--- src/rtl/shift_sequencer.sv ---
// Multi-pass sequencer in front of the 16-bit barrel shifter: applies 0..31 shifts in up to 3 passes.
// Optional macro SHIFT_SEQ_CARRY_EN adds the registered out_carry output.
module shift_sequencer #(
    parameter int DATA_W = 16,
    parameter int AMT_W  = 5
) (
    input  logic              clk,
    input  logic              rst_n,
    input  logic              in_valid,
    output logic              in_ready,
    input  logic [1:0]        in_type,
    input  logic [AMT_W-1:0]  in_amt,
    input  logic [DATA_W-1:0] in_data,
    output logic              out_valid,
    input  logic              out_ready,
    output logic [DATA_W-1:0] out_data,
`ifdef SHIFT_SEQ_CARRY_EN
    output logic              out_carry,
`endif
    output logic [1:0]        bs_type,
    output logic [3:0]        bs_shift,
    output logic [DATA_W-1:0] bs_data_in,
    input  logic [DATA_W-1:0] bs_data_out
);

    // state | meaning
    // IDLE  | waiting for a request     LO  | pass with amt[3:0]
    // HI1   | first 8-bit pass          HI2 | second 8-bit pass   DONE | result held
    typedef enum logic [2:0] {IDLE, LO, HI1, HI2, DONE} state_t;

    state_t             state;
    logic [DATA_W-1:0]  acc;
    logic [1:0]         typ;
    logic [AMT_W-1:0]   amt;

    always_comb begin
        bs_shift = 4'd0;
        case (state)
            LO:       bs_shift = amt[3:0];
            HI1, HI2: bs_shift = 4'd8;
            default:  bs_shift = 4'd0;
        endcase
    end

    assign bs_type    = typ;
    assign bs_data_in = acc;
    assign out_data   = acc;

    always_ff @(posedge clk or negedge rst_n) begin
        if (!rst_n) begin
            state     <= IDLE;
            acc       <= '0;
            typ       <= 2'b00;
            amt       <= '0;
            in_ready  <= 1'b1;
            out_valid <= 1'b0;
        end else begin
            case (state)
                IDLE: begin
                    if (in_valid && in_ready) begin
                        acc      <= in_data;
                        typ      <= in_type;
                        amt      <= in_amt;
                        in_ready <= 1'b0;
                        state    <= LO;
                    end
                end
                LO: begin
                    acc <= bs_data_out;
                    if (amt[4]) begin
                        state <= HI1;
                    end else begin
                        state     <= DONE;
                        out_valid <= 1'b1;
                    end
                end
                HI1: begin
                    acc   <= bs_data_out;
                    state <= HI2;
                end
                HI2: begin
                    acc       <= bs_data_out;
                    state     <= DONE;
                    out_valid <= 1'b1;
                end
                DONE: begin
                    if (out_ready) begin
                        out_valid <= 1'b0;
                        in_ready  <= 1'b1;
                        state     <= IDLE;
                    end
                end
                default: begin
                    out_valid <= 1'b0;
                    in_ready  <= 1'b1;
                    state     <= IDLE;
                end
            endcase
        end
    end

`ifdef SHIFT_SEQ_CARRY_EN
    // Carry is the last bit pushed out by each non-zero pass; zero-shift passes leave it alone.
    logic [3:0] lsl_idx;
    logic [3:0] lsr_idx;

    assign lsl_idx = 4'(5'(DATA_W) - {1'b0, bs_shift});
    assign lsr_idx = bs_shift - 4'd1;

    always_ff @(posedge clk or negedge rst_n) begin
        if (!rst_n) begin
            out_carry <= 1'b0;
        end else if (state == IDLE && in_valid) begin
            out_carry <= 1'b0;
        end else if (bs_shift != 4'd0) begin
            case (typ)
                2'b00:   out_carry <= acc[lsl_idx];
                2'b01,
                2'b10:   out_carry <= acc[lsr_idx];
                default: out_carry <= bs_data_out[DATA_W-1];
            endcase
        end
    end
`endif

endmodule
--- config.mk ---
export PLATFORM = sky130hd
export DESIGN_NAME = shift_sequencer
export DESIGN_NICKNAME = d
export VERILOG_FILES = /design/src/rtl/shift_sequencer.sv
export SDC_FILE = /design/constraint.sdc
export NUM_CORES = 1
export LEC_CHECK = 0
export BUFFER_PORTS_ARGS = -buffer_cell sky130_fd_sc_hd__buf_2
export CORE_MARGIN = 2
export CORE_UTILIZATION = 46
export CTS_CLUSTER_DIAMETER = 120
export DETAILED_ROUTE_END_ITERATION = 6
export GPL_TIMING_DRIVEN = 0
export PLACE_DENSITY = 0.84
export SLEW_MARGIN = 0
export SYNTH_ARGS = -nofsm -noshare
export SYNTH_HDL_FRONTEND = slang
export SYNTH_SLANG_ARGS = --single-unit
--- constraint.sdc ---
create_clock -name clk -period 4 [get_ports clk]
set_clock_uncertainty 0.1 [all_clocks]
set_input_delay 0.6 -clock clk [delete_from_list [all_inputs] [get_ports clk]]
set_output_delay 0.6 -clock clk [all_outputs]
set_load 0.05 [all_outputs]
==> flow_metrics.py <==
metrics = {
    "cells_and_area": {
        "layout-drive-gt1-share_pct": 64.7,
        "layout_overhead_on_the_synthesized_area_pct": 35.9,
        "most-common-layout-cells": "sky130_fd_sc_hd__buf_2, sky130_fd_sc_hd__dfrtp_1, sky130_fd_sc_hd__or3_1, sky130_fd_sc_hd__o221a_2, sky130_fd_sc_hd__buf_4",
        "nNetsFinal": 248,
        "antenna_cells_inserted": 0,
        "final_common_cell": "sky130_fd_sc_hd__buf_2",
        "postLayoutCoreUtil_pct": 64.1,
    },
    "timing": {
        "min_period_ns": 2.41,
        "maxClockFrequency_ghz": 0.415,
        "slew_headroom_pct": 59.9,
        "grt_setup_unrepaired": "no",
        "final-setup-viol-count": 0,
        "final_max_slew_viol_count": 0,
        "final_min_period_over_clock_period_pct": 60.3,
        "hold_violations": 0,
        "worst-slew-pin-transition_ns": 0.602,
        "fin_setup_tns_ns": 0,
    },
    "cts": {
        "clock_tree.htree_level_count": 1,
        "number_of_setup_buffers_added_after_cts": 0,
        "clock_insertion_delay_worst_skew_ns": 0.33,
        "clock-root-buffer": "sky130_fd_sc_hd__clkbuf_4",
        "cts_buffer_depth": 2,
        "worst_setup_hold_path_clk_slew_ns": 0.15,
        "cts_tree": "built",
        "cts_sinks": 28,
        "cts_resized": 0,
        "cts_hold_buffers": 0,
        "tritoncts.num_buffers": 3,
    },
    "route": {
        "detail_route.wl_per_cell_um": 12.9,
        "totalWireLength_um": 3060,
        "drt-pass1-iter-count": 4,
        "viasPerCell": 5.14,
        "detailroute.via_count": 1219,
        "drt-initial-drc-count": 59,
        "ant_nets": 0,
        "remaining_drc_errors": 0,
    },
    "synthesis": {
        "yosys.area.top_type_share_pct": 48.1,
        "area_of_the_mapped_netlist_sq_um": 1400,
        "synthesis.nets": 161,
        "postSynthAreaPerCell_sq_um": 11.9,
        "ys.warnings.count": 0,
        "synth_seq_area_share_pct": 50.0,
        "synth.distinct_cells": 22,
        "synth.ff_latch_count": 28,
        "syn_inst": 118,
        "post-synth-top-area-cell": "sky130_fd_sc_hd__dfrtp_1",
        "yosys-top-cells-area": "sky130_fd_sc_hd__dfrtp_1, sky130_fd_sc_hd__o221a_2, sky130_fd_sc_hd__buf_4",
    },
    "placed_design": {
        "buffer_ports.inserted": 82,
        "globalplace.congestion": 0.800,
        "dpl.hpwl_um": 2400,
    },
    "global_routing": {
        "grt_overflow": 0,
        "first_pass_grt_wire_length_um": 4900,
        "grt_pass1_vias": 1119,
        "grt_start_max_net_pins": 29,
        "number_of_antenna_violations_at_the_first_check_in_global_routing": 0,
        "grtUsageTotal_pct": 18.3,
    },
    "setup_path": {
        "cpPeakStageDelay_ns": 0.51,
        "cp.arrival_ns": 1.71,
        "critical_path.max_fanout": 10,
        "critical-path-slowest-cell": "sky130_fd_sc_hd__dfrtp_1",
        "endpoint_type_of_the_worst_setup_path": "output port",
        "path_class": "register to output port",
        "cp.required_ns": 3.30,
        "path_cells": "clkbuf_1, nor2_1, and3_1, buf_2",
        "startpoint_type": "register",
    },
    "run_status": {
        "status": "complete, no violations",
    },
    "floorplan": {
        "die_height_um": 59.2,
        "die_w_um": 59.2,
        "die-area_sq_um": 3510,
        "start_util_pct": 47.1,
        "core_sq_um": 2980,
        "fp-row-count": 20,
        "boundaryPins": 83,
    },
    "min_path": {
        "class_of_the_worst_hold_path": "input port to async pin",
    },
    "run": {
        "maxCapViolCount": 0,
    },
}
-- worst max-delay path, delay by kind of cell, from the launching register on --
| kind | cells | cell delay (ns) |
|---|---|---|
| flip-flops | 1 | 0.51 |
| buffers and inverters | 2 | 0.55 |
| AND/OR/NAND/NOR | 2 | 0.32 |
-- cells in the mapped netlist --
cell type,instances
sky130_fd_sc_hd__buf_8,1
sky130_fd_sc_hd__nand2_1,4
sky130_fd_sc_hd__inv_1,1
sky130_fd_sc_hd__dfrtp_1,27
sky130_fd_sc_hd__o221a_2,16
sky130_fd_sc_hd__nor3_1,2
sky130_fd_sc_hd__o21ai_0,2
sky130_fd_sc_hd__and3_1,3
sky130_fd_sc_hd__mux2_2,3
sky130_fd_sc_hd__nand2b_1,2
sky130_fd_sc_hd__or4_4,1
sky130_fd_sc_hd__buf_2,1
sky130_fd_sc_hd__nand3b_1,1
sky130_fd_sc_hd__mux2_4,4
sky130_fd_sc_hd__clkbuf_1,4
sky130_fd_sc_hd__buf_4,16
sky130_fd_sc_hd__nor2_1,3
sky130_fd_sc_hd__dfstp_2,1
sky130_fd_sc_hd__buf_6,3
sky130_fd_sc_hd__a2bb2oi_1,1
sky130_fd_sc_hd__a21oi_1,6
sky130_fd_sc_hd__or3_1,16
-- cell families after synthesis --
kind of cell           Yosys count  synth area share, %
and+or+nand+nor                 32                 13.3
DFF                             28                 50.0
buffers and inverters           26                 13.7
muxes                            7                 6.68
AOI/OAI and AO/OA               25                 16.3
-- stage by stage --
| stage | area, sq um | hold slack, ns | worst slack [ns] | instances |
|---|---|---|---|---|
| after floorplan | 1400 | 0.204 | 1.98 | 118 |
| after global placement | 1860 | 0.380 | 1.99 | 233 |
| after detailed placement | 1860 | 0.387 | 1.97 | 233 |
| after CTS | 1910 | 0.161 | 1.57 | 237 |
| after global routing | 1910 | 0.162 | 1.46 | 237 |
| final | 1910 | 0.154 | 1.59 | 237 |
-- flip-flops by register name (all words and copies together), names as in the netlist --
signal      count
bs_data_in     16
amt             5
state           3
bs_type         2
in_ready        1
out_valid       1
-- per-layer routing --
| metal | vias up | GRT usage, % | wire length (um) | share of wire [%] |
|---|---|---|---|---|
| met2 | 54 | 33.3 | 1510 | 49 |
| met1 | 573 | 22.4 | 1290 | 42 |
| li1 | 588 | - | - | - |
| met4 | 0 | 5.84 | 44 | 1.4 |
| met3 | 4 | 1.97 | 211 | 6.9 |
| met5 | - | 0 | 0 | 0 |
-- final timing paths --
kind | to | slack, ns | cells past startpoint | startpoint
setup reg to reg | bs_data_in[4] | 2.07 | 5 | state[1]
hold / removal | bs_data_in[10] | 0.15 | 1 | rst_n
setup / recovery | bs_shift[2] | 1.59 | 4 | state[2]
min in group clk | amt[4] | 0.38 | 2 | in_amt[4]
hold reg to reg | in_ready | 0.42 | 2 | in_ready
max in group asynchronous | bs_data_in[13] | 3.25 | 1 | rst_n
-- final cells by class --
cell class              count  area, sq um
inverters                   1         3.75
clock buffers               3         22.5
multi-input cells          64          509
clock inverters             1         30.0
repair buffers             82          410
plain buffers              25          189
well taps                  33         41.3
flip-flops and latches     28          702
fillers                   250         1070
Power is not shown: default switching activity piles up to over one toggle a cycle in this logic, so the estimate is an artifact.
